<file path="src/rtl/analog_io_sequencer.sv">
// Break-before-make sequencer for analog/digital I/O pad channels.
// Optional lock feature: define ANALOG_IO_LOCK_EN to add cfg_lock/locked.
module analog_io_sequencer #(
  parameter int BITS          = 6,
  parameter int SETTLE_CYCLES = 4
) (
  input  logic                    wb_clk_i,
  input  logic                    wb_rst_n,
  input  logic                    cfg_valid,
  output logic                    cfg_ready,
  input  logic [$clog2(BITS)-1:0] cfg_chan,
  input  logic [1:0]              cfg_mode,
  input  logic [BITS-1:0]         dig_in,
  output logic [BITS-1:0]         io_out,
  output logic [BITS-1:0]         io_oeb,
  output logic                    busy,
  output logic                    cfg_err
`ifdef ANALOG_IO_LOCK_EN
  ,
  input  logic                    cfg_lock,
  output logic                    locked
`endif
);

  localparam int CW = $clog2(BITS);

  typedef enum logic {IDLE, RELEASE} state_t;

  state_t                  state, state_d;
  logic [7:0]              cnt;
  logic [BITS-1:0][1:0]    mode, mode_d;
  logic [CW-1:0]           chan, force_ch;
  logic [1:0]              tgt;
  logic [BITS-1:0]         out_d, oeb_d;
  logic                    accept, illegal, change;
  logic                    lock_block, force_on, done;

  assign accept  = cfg_valid & cfg_ready;
  assign illegal = ({1'b0, cfg_chan} >= (CW+1)'(BITS)) | lock_block;
  assign change  = accept & ~illegal & (cfg_mode != mode[cfg_chan]);
  assign done    = (state == RELEASE) & (cnt == 8'd0);

`ifdef ANALOG_IO_LOCK_EN
  assign lock_block = locked;

  always_ff @(posedge wb_clk_i or negedge wb_rst_n) begin
    if (!wb_rst_n)
      locked <= 1'b0;
    else if (accept && cfg_lock)
      locked <= 1'b1;
  end
`else
  assign lock_block = 1'b0;
`endif

  always_ff @(posedge wb_clk_i or negedge wb_rst_n) begin
    if (!wb_rst_n)
      state <= IDLE;
    else
      state <= state_d;
  end

  always_comb begin
    state_d = state;
    unique case (state)
      IDLE:    if (change) state_d = RELEASE;
      RELEASE: if (cnt == 8'd0) state_d = IDLE;
      default: state_d = IDLE;
    endcase
  end

  always_comb begin
    cfg_ready = 1'b0;
    unique case (1'b1)
      (state == IDLE): cfg_ready = 1'b1;
      default:         cfg_ready = 1'b0;
    endcase
    busy = ~cfg_ready;
  end

  // Target is held parked (oeb=1,out=1) from acceptance until the mode commits.
  always_comb begin
    mode_d = mode;
    if (done)
      mode_d[chan] = tgt;
    force_on = change | ((state == RELEASE) & (cnt != 8'd0));
    force_ch = change ? cfg_chan : chan;
    out_d    = '1;
    oeb_d    = '1;
    for (int i = 0; i < BITS; i++) begin
      unique case (mode_d[i])
        2'b00: begin out_d[i] = 1'b1;      oeb_d[i] = 1'b1; end
        2'b01: begin out_d[i] = 1'b0;      oeb_d[i] = 1'b0; end
        2'b10: begin out_d[i] = 1'b1;      oeb_d[i] = 1'b0; end
        default: begin out_d[i] = dig_in[i]; oeb_d[i] = 1'b0; end
      endcase
      if (force_on && force_ch == CW'(i)) begin
        out_d[i] = 1'b1;
        oeb_d[i] = 1'b1;
      end
    end
  end

  always_ff @(posedge wb_clk_i or negedge wb_rst_n) begin
    if (!wb_rst_n) begin
      mode    <= '0;
      cnt     <= 8'd0;
      chan    <= '0;
      tgt     <= 2'b00;
      cfg_err <= 1'b0;
      io_out  <= '1;
      io_oeb  <= '1;
    end else begin
      cfg_err <= accept & illegal;
      mode    <= mode_d;
      io_out  <= out_d;
      io_oeb  <= oeb_d;
      if (change) begin
        chan <= cfg_chan;
        tgt  <= cfg_mode;
        cnt  <= 8'(SETTLE_CYCLES - 1);
      end else if (state == RELEASE && cnt != 8'd0) begin
        cnt <= cnt - 8'd1;
      end
    end
  end

endmodule

</file>
<file path="config.mk">
export PLATFORM = sky130hd
export DESIGN_NAME = analog_io_sequencer
export DESIGN_NICKNAME = d
export VERILOG_FILES = /design/src/rtl/analog_io_sequencer.sv
export SDC_FILE = /design/constraint.sdc
export NUM_CORES = 1
export LEC_CHECK = 0
export CAP_MARGIN = 20
export CELL_PAD_IN_SITES_DETAIL_PLACEMENT = 0
export CELL_PAD_IN_SITES_GLOBAL_PLACEMENT = 1
export CORE_MARGIN = 3
export CORE_UTILIZATION = 43
export CTS_CLUSTER_DIAMETER = 30
export DETAILED_ROUTE_END_ITERATION = 7
export GPL_TIMING_DRIVEN = 1
export MAX_ROUTING_LAYER = met4
export PLACE_DENSITY = 0.87
export SYNTH_ARGS = -nofsm -noshare
export SYNTH_HDL_FRONTEND = slang
export SYNTH_SLANG_ARGS = --single-unit
</file>
<file path="constraint.sdc">
create_clock -name wb_clk_i -period 2.7 [get_ports wb_clk_i]
set_clock_uncertainty 0.15 [all_clocks]
set_input_delay 0.675 -clock wb_clk_i [delete_from_list [all_inputs] [get_ports wb_clk_i]]
set_output_delay 0.675 -clock wb_clk_i [all_outputs]
set_load 0.1 [all_outputs]
</file>
; After elaboration in Yosys (flattened, before gate mapping)
; Index checks and enable logic that the tools add are counted.
[classes]
muxes = 37
reduce_logical = 24
order_cmp = 4
bitwise = 9
eq_ne = 18
addsub = 1
[ops]
columns = operator, n
row1 = 1-bit 2-to-1 mux, 21
row2 = 8-bit 2-to-1 mux, 2
row3 = 1-bit case mux with 2 select lines, 7
row4 = 12-bit bitwise mux, 1
row5 = 2-bit by 1-bit equality test with 1-bit output (second input constant), 6
row6 = 2-bit equality test (second input constant), 6
row7 = 2-bit zero test, 6
row8 = 12-bit 2-to-1 mux, 1
row9 = 2-bit OR reduction, 6
row10 = 1-bit logical AND, 8
row11 = 8-bit zero test, 1
row12 = 3-bit by 4-bit < comparator with 1-bit output (second input constant), 2
row13 = 8-bit nonzero test, 1
row14 = 8-bit by 1-bit subtractor with 8-bit output (second input constant), 1
row15 = 1-bit AND, 6
row16 = 2-bit binary-select mux with 3-bit select, 1
row17 = 2-bit demux with 3-bit select, 1
row18 = 3-bit by 2-bit equality test with 1-bit output (second input constant), 2
row19 = 3-bit equality test (second input constant), 2
row20 = 2-bit 2-to-1 mux, 2
row21 = 3-bit by 1-bit equality test with 1-bit output (second input constant), 1
row22 = 3-bit by 1-bit >= comparator with 1-bit output (second input constant), 1
row23 = 3-bit >= comparator (second input constant), 1
row24 = 3-bit zero test, 1
row25 = other kinds (5), 6
[totals]
wordCells = 106
output_inout_bits = 15
input_bits = 14
reg_bits = 39

; Longest topological paths before layout
; Gate-level depths: netlist of run 1.
[logic_depth]
word_depth = 10
depth_mapped = 10

; Worst setup path before layout of run 1
; OpenSTA, ideal clock, no wires.
[synth_timing]
path_type = register to register
startpoint = reg state, in the netlist busy
endpoint = reg cnt[6]
t_arrival_ps = 2745
required_time_ps = 2431
setup_slack_ps = -313
path_buffers = 0
path_stages_with_launch = 7
path_cell_list = dfrtp_1 > inv_1 > a31oi_1 > nand3_1 > nor3_1 > xnor2_1 > nor2_1
[synth_between]
elab_chain_len = 5
word_cells_on_any_way = 7
[synth_rtl]
columns = item, line_no
row1 = "start, declared", 29  ; state_t state, state_d;
row2 = "start signal, assigned", 60  ; state <= state_d;
row3 = 1-bit 2-to-1 mux (*), 74  ; unique case (1'b1)
row4 = named net cfg_ready, 10  ; output logic cfg_ready,
row5 = 1-bit AND (*), 38  ; assign accept = cfg_valid & cfg_ready;
row6 = 1-bit AND (*) (2 in series), 40  ; assign change = accept & ~illegal & (cfg_mode != mode[cfg_chan]);
row7 = 8-bit 2-to-1 mux or 2-bit nonzero test (tied branches), n/a
row8 = "end signal, assigned", 121  ; cnt <= 8'(SETTLE_CYCLES - 1);
row9 = "end signal, assigned", 123  ; cnt <= cnt - 8'd1;
row10 = "end, declared", 30  ; logic [7:0] cnt;
; Mark *: on every way through the listed nets, which the timed path passes. The rest lies on a longest branch.
; A chain may end at the register's enable or synchronous reset.

; Final worst setup path of run 1
[layout_timing]
startpoint = in cfg_chan[1]
endpoint = reg cnt[1]
[layout_between]
elab_chain_len = 5
word_cells_on_any_way = 9
[layout_rtl]
columns = item, line_no
row1 = "start, declared", 11  ; input logic [$clog2(BITS)-1:0] cfg_chan,
row2 = 2-bit binary-select mux with 3-bit select or 3-bit >= comparator (tied branches), "40, 39"
row3 = 2-bit 2-to-1 mux (not written as such) or 1-bit NOT (tied branches), 40
row4 = 2-bit inequality test or 1-bit AND (tied branches), 40
row5 = 1-bit AND (*), 40
row6 = 8-bit 2-to-1 mux or 2-bit nonzero test (tied branches), n/a
; Every way passes the cells marked *; elsewhere a longest branch is shown, timed or not. The select of a mux whose other input is x is not followed.

==> results of run 1 <==
## state kept, by name, indices dropped and copies added, names as in the netlist
register,count
cfg_err,1
cnt,8
chan,3
busy,1
tgt,2
io_out,6
io_oeb,6
mode,12
## cell families (layout without fill, tap and decap cells)
logic type / count (synthesis) / in the layout / synth area share
adders and majority gates: 2 / 2 / 0.0123
and+or+nand+nor: 57 / 57 / 0.153
xor gates and xnor gates: 8 / 8 / 0.0344
muxes: 22 / 22 / 0.125
DFF: 39 / 39 / 0.486
AOI/OAI and AO/OA: 38 / 38 / 0.144
buffers and inverters: 18 / 59 / 0.0454
## power groups by stage
stage          Combinational (mW)  Sequential [mW]  Clock [mW]
2_1_floorplan              0.0206            0.596           0
3_3_place_gp               0.0629            0.595           0
3_5_place_dp               0.0640            0.595           0
4_1_cts                    0.0642            0.585       0.418
5_1_grt                    0.0686            0.585       0.446
6_report                   0.0629            0.585       0.408
## timing repair
item | 4_1_cts | 5_1_grt
hold buffers | 0 | 0
endpoints found under the setup margin | 0 | 4
resized for setup | 0 | 1
## stage by stage
step / setup slack (ns) / hold WS (ns)
4_1_cts: 0.0954 / 0.285
5_1_grt: 0.0313 / 0.306
3_5_place_dp: -0.236 / 0.366
6_report: 0.162 / 0.274
3_3_place_gp: -0.122 / 0.360
2_1_floorplan: 0.0794 / 0.229
## final timing paths
check	from	cells past startpoint	end	slack (ns)
worst max-delay path	cfg_chan[1]	8	cnt[1]	0.16
worst min-delay path	wb_rst_n	2	mode[4]	0.27
worst max register to register	cnt[0]	8	io_out[4]	0.31
worst min register to register	mode[10]	1	mode[10]	0.39
max in group asynchronous	wb_rst_n	2	io_out[4]	1.75
min in group wb_clk_i	mode[10]	1	mode[10]	0.39
## cell type report
class,count,share of cell area
Sequential cell,39,0.400
Clock buffer,7,0.0348
Tap cell,52,0.0262
Clock inverter,1,0.00202
Inverter,9,0.0136
Timing Repair Buffer,42,0.139
Multi-Input combinational cell,127,0.385
## layer usage
| layer | track usage | up-vias |
|---|---|---|
| met1 | 0.248 | 744 |
| met4 | 0.0870 | 0 |
| met2 | 0.274 | 32 |
| met5 | - | - |
| met3 | 0.0494 | 13 |
| li1 | - | 745 |
## cell usage in the layout, fill, tap and decap left out, types with 4 or more instances in the layout
cell	instances
nor3_1	5
mux2i_1	6
dfstp_2	12
inv_1	7
clkbuf_8	6
xnor2_1	5
o31ai_1	8
dfrtp_1	26
buf_4	29
nor2_1	17
clkdlybuf4s50_1	11
mux2_4	4
a211oi_1	4
o21ai_0	6
nand2_1	12
mux2_2	10
==> metrics.md, run 1 <==
| Metric | Value |
|---|---|
| Status | `finished clean` |
| Slowest-stage cell, CP | `clkdlybuf4s50_1` |
| Post-CTS Setup Inserts | `0` |
| Sequential share of the synthesized area | `0.486` |
| DR WL met2 | `about 2100 um` |
| Vias in the first global route | `1544` |
| Clock latency on the worst-skew pair | `0.30 ns` |
| Initial Utilization | `0.456` |
| Slowest stage delay, CP | `0.58 ns` |
| CP Cell Sequence | `clkdlybuf4s50_1, mux2i_1, o22ai_1, a31oi_2, xnor2_1, buf_4, o21ai_2, o211ai_1` |
| 1st-pass router iterations | `4` |
| Synth Area per Inst | `11.1 um2` |
| Dpl cells | `269` |
| Crit end category | `flop` |
| CTS tree | `yes` |
| Worst-path fanout max | `9` |
| Cell Rows | `24` |
| Crit path launch type | `input pin` |
| RSZ-0062 raised after global routing | `no` |
| NumNets Final | `240` |
| Antenna Violating Nets Remaining | `0` |
| Count leader, synth | `dfrtp_1` |
| Total negative slack | `0 ns` |
| Post-synthesis net count | `200` |
| Area delta synth->final | `21.8%` |
| First-pass GRT wire length | `7540 um` |
| Cell leakage power | `~1.1 nW` |
| Slew margin rel. | `0.673` |
| Power Density | `425 nW/um2` |
| Via/cell ratio | `5.54` |
| Top Layer Used | `met4` |
| Synth Register Bits | `39` |
| Routed len/inst | `16.6 um` |
| GPL Wtd Cong | `0.827` |
| Final std cells w/o fill | `~280` |
| Sequential power share | `0.554` |
| Leading post-synthesis cells by cell area | `dfrtp_1, dfstp_2, mux2_2, nor2_1, mux2i_1` |
| Net Sw Frac | `0.222` |
| Number of flops mapped to enable cells by yosys | `0` |
| Least-Margin Pin Slew | `between 0.4 and 0.5 ns` |
| Drt drc | `0` |
| Post-detail-place hpwl | `approximately 3500 um` |
| Die Wd | `74.8 um` |
| Total gr overflow | `0` |
| Seq. cell area | `992 um2` |
| Min Tclk post-route | `2.54 ns` |
| Crit path buffers/inverters | `2` |
| Drt first-iter violations | `101` |
| # fillers | `403` |
| Min-Delay Path Class | `in -> async` |
| Antenna Cells | `0` |
| Ys async rst share | `1.00` |
| Sw Pwr | `0.235 mW` |
| Post-synth top cells | `dfrtp_1, nor2_1, dfstp_2, nand2_1, mux2_2` |
| Clk root buf | `clkbuf_8` |
| Pwr Total | `1.06 mW` |
| Met3 routed WL | `~150 um` |
| Die height | `roughly 75 um` |
| Cells after synthesis | `184` |
| Clock sink count | `39` |
| Worst-path clk slew | `0.07 ns` |
| Netlist cell types | `53` |
| Delay-heaviest family, CP | `compound AO/OA/AOI/OAI gates` |
| GRT Total Usage | `0.190` |
| Fin util | `0.555` |
| Finished Cell Area | `between 2000 and 2500 um2` |
| VDD IR max | `just under 0.2 mV` |
| Crit path arrival time | `2.53 ns` |
| Clk pwr share | `0.387` |
| Core area | `4470 um2` |
| Multi-input logic area | `955 um2` |
| H-tree levels | `2` |
| TritonCTS Buffers | `5` |
| Setup violators final | `0` |
| Comb power frac | `0.060` |
| Maxcap violations | `0` |
| Placed Area | `2390 um2` |
| Die area | `between 5000 and 6000 um2` |
| Layout cells sized above 1 | `0.342` |
| Tcrit/Tclk final | `0.940` |
| Routed Wire Length | `approximately 4600 um` |
| Ys Warns | `0` |
| DR vias | `1534` |
| Critical path type | `in -> reg` |
| Internal | `just over 0.8 mW` |
| Cell Area, Synth | `2040 um2` |
| Worst EP required | `2.69 ns` |
| Final-report hold violation count | `0` |
| Antenna violations before repair | `0` |
| Main synth FF type | `dfrtp_1` |
| Ports | `29` |
| Top-area cell type share of the netlist area | `0.331` |
| Post-synth top area cell | `dfrtp_1` |
| Fin. max-slew vios | `0` |
| Clock buffer depth | `2` |
| Fmax | `0.394 GHz` |
| IO Port Bufs | `28` |
| Largest net degree at the start of global routing | `40` |
| Met1 Wirelength | `2210 um` |
Power figures use the tool's default switching activity.
==> run 2: changes to the inputs <==
Settings changed: CORE_UTILIZATION 43 to 38, PLACE_DENSITY 0.87 to 0.82.
Clock period 2.7 ns to 2.25 ns, I/O delays scaled along.
==> metrics.md, run 2 (synthesis results as in run 1) <==
| Metric | Value |
|---|---|
| Status | `finished clean (unchanged)` |
| Clock latency on the worst-skew pair | `0.29 ns (was 0.30 ns)` |
| Antenna Cells | `0 (unchanged)` |
| Vias in the first global route | `1613 (was 1544)` |
| Max FFs per register | `12 (unchanged)` |
| IO Port Bufs | `28 (unchanged)` |
| Most common cell after layout, fill and taps aside | `buf_4 (unchanged)` |
| Die height | `79.2 um (was 74.8 um)` |
| GPL Wtd Cong | `0.821 (was 0.827)` |
| Clock sink count | `39 (unchanged)` |
| Ports | `29 (unchanged)` |
| DP Worst Slack | `-0.492 ns (was -0.236 ns)` |
| Min Tclk post-route | `2.16 ns` |
| Slowest stage delay, CP | `0.31 ns (was 0.58 ns)` |
| Post-detail-place hpwl | `3630 um (was 3460 um)` |
| Slew margin rel. | `0.702 (was 0.673)` |
| Antenna Violating Nets Remaining | `0 (unchanged)` |
| Placed Area | `2760 um2 (was 2390 um2)` |
| DR vias | `1656 (was 1534)` |
| Fin. max-slew vios | `0 (unchanged)` |
| Final-report hold violation count | `0 (unchanged)` |
| Clock buffer depth | `2 (unchanged)` |
| NumNets Final | `262 (was 240)` |
| H-tree levels | `2 (unchanged)` |
| Routed Wire Length | `4840 um (was 4600 um)` |
| Crit path arrival time | `2.19 ns (was 2.53 ns)` |
| Reg with most FFs | `mode (unchanged)` |
| Total gr overflow | `0 (unchanged)` |
| CP Cell Sequence | `dlygate4sd2_1, or2_1, o22ai_1, a31oi_4, xnor2_2, buf_4, o21ai_4, o31ai_1 (was clkdlybuf4s50_1, mux2i_1, o22ai_1, a31oi_2, xnor2_1, buf_4, o21ai_2, o211ai_1)` |
| Crit end category | `flop (unchanged)` |
| Area delta synth->final | `44.8% (was 21.8%)` |
| First-pass GRT wire length | `8180 um (was 7540 um)` |
| Largest registers | `mode (12), cnt (8) (unchanged)` |
| Crit path launch type | `input pin (unchanged)` |
| Antenna violations before repair | `0 (unchanged)` |
| Drt drc | `0 (unchanged)` |
| VDD IR max | `0.270 mV (was 0.196 mV)` |
| Worst-path clk slew | `0.08 ns (was 0.07 ns)` |
| GRT Total Usage | `0.176 (was 0.190)` |
| Cell leakage power | `1.30 nW (was 1.10 nW)` |
| Layout cells sized above 1 | `0.449 (was 0.342)` |
| Tcrit/Tclk final | `0.962` |
| Fin util | `0.574 (was 0.555)` |
| Setup violators final | `0 (unchanged)` |
| Maxcap violations | `0 (unchanged)` |
| Clk root buf | `clkbuf_8 (unchanged)` |
| Worst-path fanout max | `5 (was 9)` |
| Most frequent cells in the layout | `buf_4, dfrtp_1, nor2_1, buf_12, dfstp_2 (was buf_4, dfrtp_1, nor2_1, nand2_1, dfstp_2)` |
| Number of hold buffers added after CTS | `0 (unchanged)` |
| Min-Delay Path Class | `in -> async (unchanged)` |
| Worst EP required | `2.28 ns (was 2.69 ns)` |
| Delay-heaviest family, CP | `compound AO/OA/AOI/OAI gates (unchanged)` |
| Crit path buffers/inverters | `2 (unchanged)` |
| CTS tree | `yes (unchanged)` |
| Largest net degree at the start of global routing | `22 (was 40)` |
| TritonCTS Buffers | `5 (unchanged)` |
| Die area | `6280 um2 (was 5600 um2)` |
| Slowest-stage cell, CP | `o31ai_1 (was clkdlybuf4s50_1)` |
| Least-Margin Pin Slew | `0.448 ns (was 0.491 ns)` |
| Cell Rows | `26 (was 24)` |
| Critical path type | `in -> reg (unchanged)` |
| Initial Utilization | `0.397 (was 0.456)` |
| Drt first-iter violations | `116 (was 101)` |
| Power Density | `434 nW/um2 (was 425 nW/um2)` |
| 1st-pass router iterations | `4 (unchanged)` |
| Post-route worst setup slack | `0.0866 ns (was 0.162 ns)` |
| RSZ-0062 raised after global routing | `yes (was no)` |
| Via/cell ratio | `5.22 (was 5.54)` |
| Core area | `5140 um2 (was 4470 um2)` |
| Fmax | `0.462 GHz` |
| Die Wd | `79.2 um (was 74.8 um)` |
| Routed len/inst | `15.3 um (was 16.6 um)` |
| Finished Cell Area | `2950 um2 (was 2480 um2)` |
[run 2: cell count changes in the layout (fill, tap and decap cells not counted), moves of 2 or more]
cell             change
a31oi_4              +2
buf_12              +14
buf_4                +6
clkdlybuf4s50_1      -2
dlygate4sd2_1        +3
xnor2_1              -2
xnor2_2              +2
[run 2: worst paths after layout]
check | to | cells after the start | startpoint | slack [ns]
setup / recovery | io_out[4] | 8 | cfg_chan[0] | 0.09
min in group wb_clk_i | mode[10] | 1 | mode[10] | 0.39
setup reg to reg | io_out[5] | 8 | cnt[0] | 0.10
hold reg to reg | mode[10] | 1 | mode[10] | 0.39
max in group asynchronous | io_oeb[5] | 2 | wb_rst_n | 1.30
hold / removal | mode[7] | 1 | wb_rst_n | 0.05
[run 2: routing by layer]
metal	routed length, um	part of all wire	up-vias	global-route usage
li1	-	-	791	-
met1	2250	0.47	817	0.232
met2	2290	0.47	40	0.271
met3	222	0.046	8	0.0476
met4	72	0.015	0	0.0464
met5	0	0	-	-
[run 2: final cells by class]
class / count / area (um2)
tap: 70 / 87.6
multi-input combinational: 128 / 1060
timing repair buffer: 63 / 676
inverter: 9 / 37.5
sequential: 39 / 995
clock inverter: 1 / 5.00
fill: 442 / 2190
clock buffer: 7 / 86.3
[run 2: metrics by stage]
step | TNS, ns | hold WS [ns] | std cells | power, mW
3_5_place_dp | -10.52 | 0.371 | 304 | 0.797
2_1_floorplan | -0.250 | 0.117 | 184 | 0.740
6_report | 0 | 0.0532 | 317 | 1.28
5_1_grt | -0.0386 | 0.0717 | 317 | 1.34
4_1_cts | 0 | 0.0605 | 316 | 1.30
3_3_place_gp | -9.96 | 0.380 | 304 | 0.796
[run 2: timing repair]
item | 4_1_cts | 5_1_grt
cloned | 1 | 0
resized for setup | 12 | 3
setup buffers | 3 | 1
setup endpoints to repair | 26 | 8
pin swaps | 5 | 2
[run 2: power by group]
part | switching [mW] | internal, mW | total [mW] | leakage, nW
sequential | 0 | 0.702 | 0.702 | 0.474
combinational | 0.0474 | 0.0449 | 0.0922 | 0.775
clock | 0.239 | 0.247 | 0.486 | 0.0482
==> variant (flow settings as in run 1) <==
Register the input `cfg_valid` before use, without a reset. The logic sees it one clock later. The other inputs are not delayed to match.
--- a/src/rtl/analog_io_sequencer.sv
+++ b/src/rtl/analog_io_sequencer.sv
@@ -27,4 +27,10 @@
   typedef enum logic {IDLE, RELEASE} state_t;
 
+  logic cfg_valid_q;
+
+  always_ff @(posedge wb_clk_i) begin
+    cfg_valid_q <= cfg_valid;
+  end
+
   state_t                  state, state_d;
   logic [7:0]              cnt;
@@ -36,5 +42,5 @@
   logic                    lock_block, force_on, done;
 
-  assign accept  = cfg_valid & cfg_ready;
+  assign accept  = cfg_valid_q & cfg_ready;
   assign illegal = ({1'b0, cfg_chan} >= (CW+1)'(BITS)) | lock_block;
   assign change  = accept & ~illegal & (cfg_mode != mode[cfg_chan]);
Behaviour: not the same (Yosys sat finds a counterexample within 4 cycles, from zero or initial values and one cycle with wb_rst_n low).
==> variant against run 1 <==
  * Sequential cell count rose by 1
  * Count of clock-buffer cells in the layout fell by 1
  * Largest power group unchanged
  * Utilization rose by 1.4 points
  * Setup slack improved by 12 ps
  * Area after synthesis fell by 1.9%
  * Critical endpoint is now chan[0]$_DFF_PN0_
  * First-iteration DRC count fell by 9.9%
  * Cell area rose by 1.1%
  * Wire length fell by 6.1%
  * Power rose by 7.9%
==> variant: results <==
<?xml version="1.0" encoding="UTF-8"?>
<metrics>
  <group name="power">
    <metric name="seq-power" unit="uW">600</metric>
    <metric name="power.leakage" unit="nW">1.11</metric>
    <metric name="vdd_ir_drop_max" unit="mV">0.174</metric>
    <metric name="comb-power" unit="uW">57.4</metric>
    <metric name="power.net_switching" unit="uW">236</metric>
  </group>
  <group name="grt">
    <metric name="globalRouteMet2Util" unit="%">27.0</metric>
    <metric name="grt_use_met1" unit="%">24.6</metric>
    <metric name="first_global_vias" unit="">1503</metric>
    <metric name="gr-usage-all-layers" unit="%">18.4</metric>
    <metric name="global_route_wire_length_before_repair" unit="mm">7.33</metric>
    <metric name="met3_usage_grt" unit="%">3.65</metric>
  </group>
  <group name="critical_path">
    <metric name="worst_path_dominant_cell_family" unit="">buffers and inverters</metric>
    <metric name="worstPathMaxFanout" unit="">7</metric>
    <metric name="crit_start" unit="">cfg_chan[0]</metric>
    <metric name="critical_path.endpoint" unit="">chan[0]$_DFF_PN0_</metric>
  </group>
  <group name="layout">
    <metric name="layout.buffer.nonclock.area_share" unit="%">14.3</metric>
    <metric name="multi_input_logic_portion_of_the_cell_area" unit="%">37.7</metric>
    <metric name="nFillCells" unit="">372</metric>
    <metric name="count_of_clock_buffers_in_the_final_design" unit="">6</metric>
    <metric name="area_share_clock_buf_inv" unit="%">4.29</metric>
    <metric name="non_clock_inverter_count" unit="">6</metric>
  </group>
  <group name="run_status">
    <metric name="outcome" unit="">complete, no violations</metric>
  </group>
  <group name="placement">
    <metric name="post-dp-hpwl" unit="mm">3.19</metric>
  </group>
  <group name="yosys">
    <metric name="synth_cell_count_leaders" unit="">sky130_fd_sc_hd__dfrtp_1, sky130_fd_sc_hd__mux2_2, sky130_fd_sc_hd__nor2_1</metric>
    <metric name="synth.lib_cells_used.distinct" unit="">43</metric>
    <metric name="fraction_of_synthesized_cell_area_in_xor_and_xnor_cells" unit="%">3.94</metric>
    <metric name="synthMuxAreaShare" unit="%">15.6</metric>
    <metric name="part_of_the_yosys_area_used_for_sequential_elements" unit="%">50.6</metric>
    <metric name="syn-num-nets" unit="">197</metric>
    <metric name="complex_gate_fraction_of_the_synthesized_area" unit="%">11.5</metric>
    <metric name="synth_adder_area_share" unit="%">1.25</metric>
    <metric name="synth-seq-cells" unit="">40</metric>
    <metric name="async_flop_share" unit="%">97.5</metric>
    <metric name="ys_top_cells_by_area" unit="">sky130_fd_sc_hd__dfrtp_1, sky130_fd_sc_hd__dfstp_2, sky130_fd_sc_hd__mux2_2</metric>
  </group>
  <group name="detailed_routing">
    <metric name="met2_wirelength" unit="mm">1.97</metric>
    <metric name="dr.first_iter.drc_count" unit="">91</metric>
    <metric name="route.layer.met1.wl" unit="mm">2.08</metric>
    <metric name="met3_wirelength" unit="um">178</metric>
    <metric name="route.detailed.wl_per_inst" unit="um">15.6</metric>
  </group>
  <group name="sta">
    <metric name="max-slew-margin-rel" unit="%">43.5</metric>
  </group>
</metrics>
## variant: cell count changes in the layout (fill, tap and decap cells not counted), sizes merged, moves of 3 or more
cell / change
a21oi: +8
o31ai: -5
a211oi: -4
mux2: +4
inv: -3
nor4: -3
xor2: +3
## variant: stage by stage
stage / TNS (ps) / instance area [um^2] / utilization [%] / setup WS (ps) / hold slack [ps]
after CTS: 0 / 2500 / 56.7 / 14.6 / 353
after detailed placement: -5160 / 2400 / 54.3 / -383 / 372
after floorplan: 0 / 2000 / - / 59.8 / 229
after global placement: -3380 / 2400 / 54.3 / -284 / 366
after global routing: 0 / 2510 / 56.9 / 32.6 / 405
final: 0 / 2510 / 56.9 / 174 / 331
## variant: kinds of logic (layout without fill, tap and decap cells)
family,count (synthesis),count (layout)
compound gates,36,36
simple gates,54,54
fa+ha+maj,2,2
buf+inv,12,56
flops,40,40
mux,28,28
xor+xnor,9,9
## variant: timing repair
action,CTS,global route
cloned,0,0
gates resized for setup,1,4
setup endpoints to repair,5,8
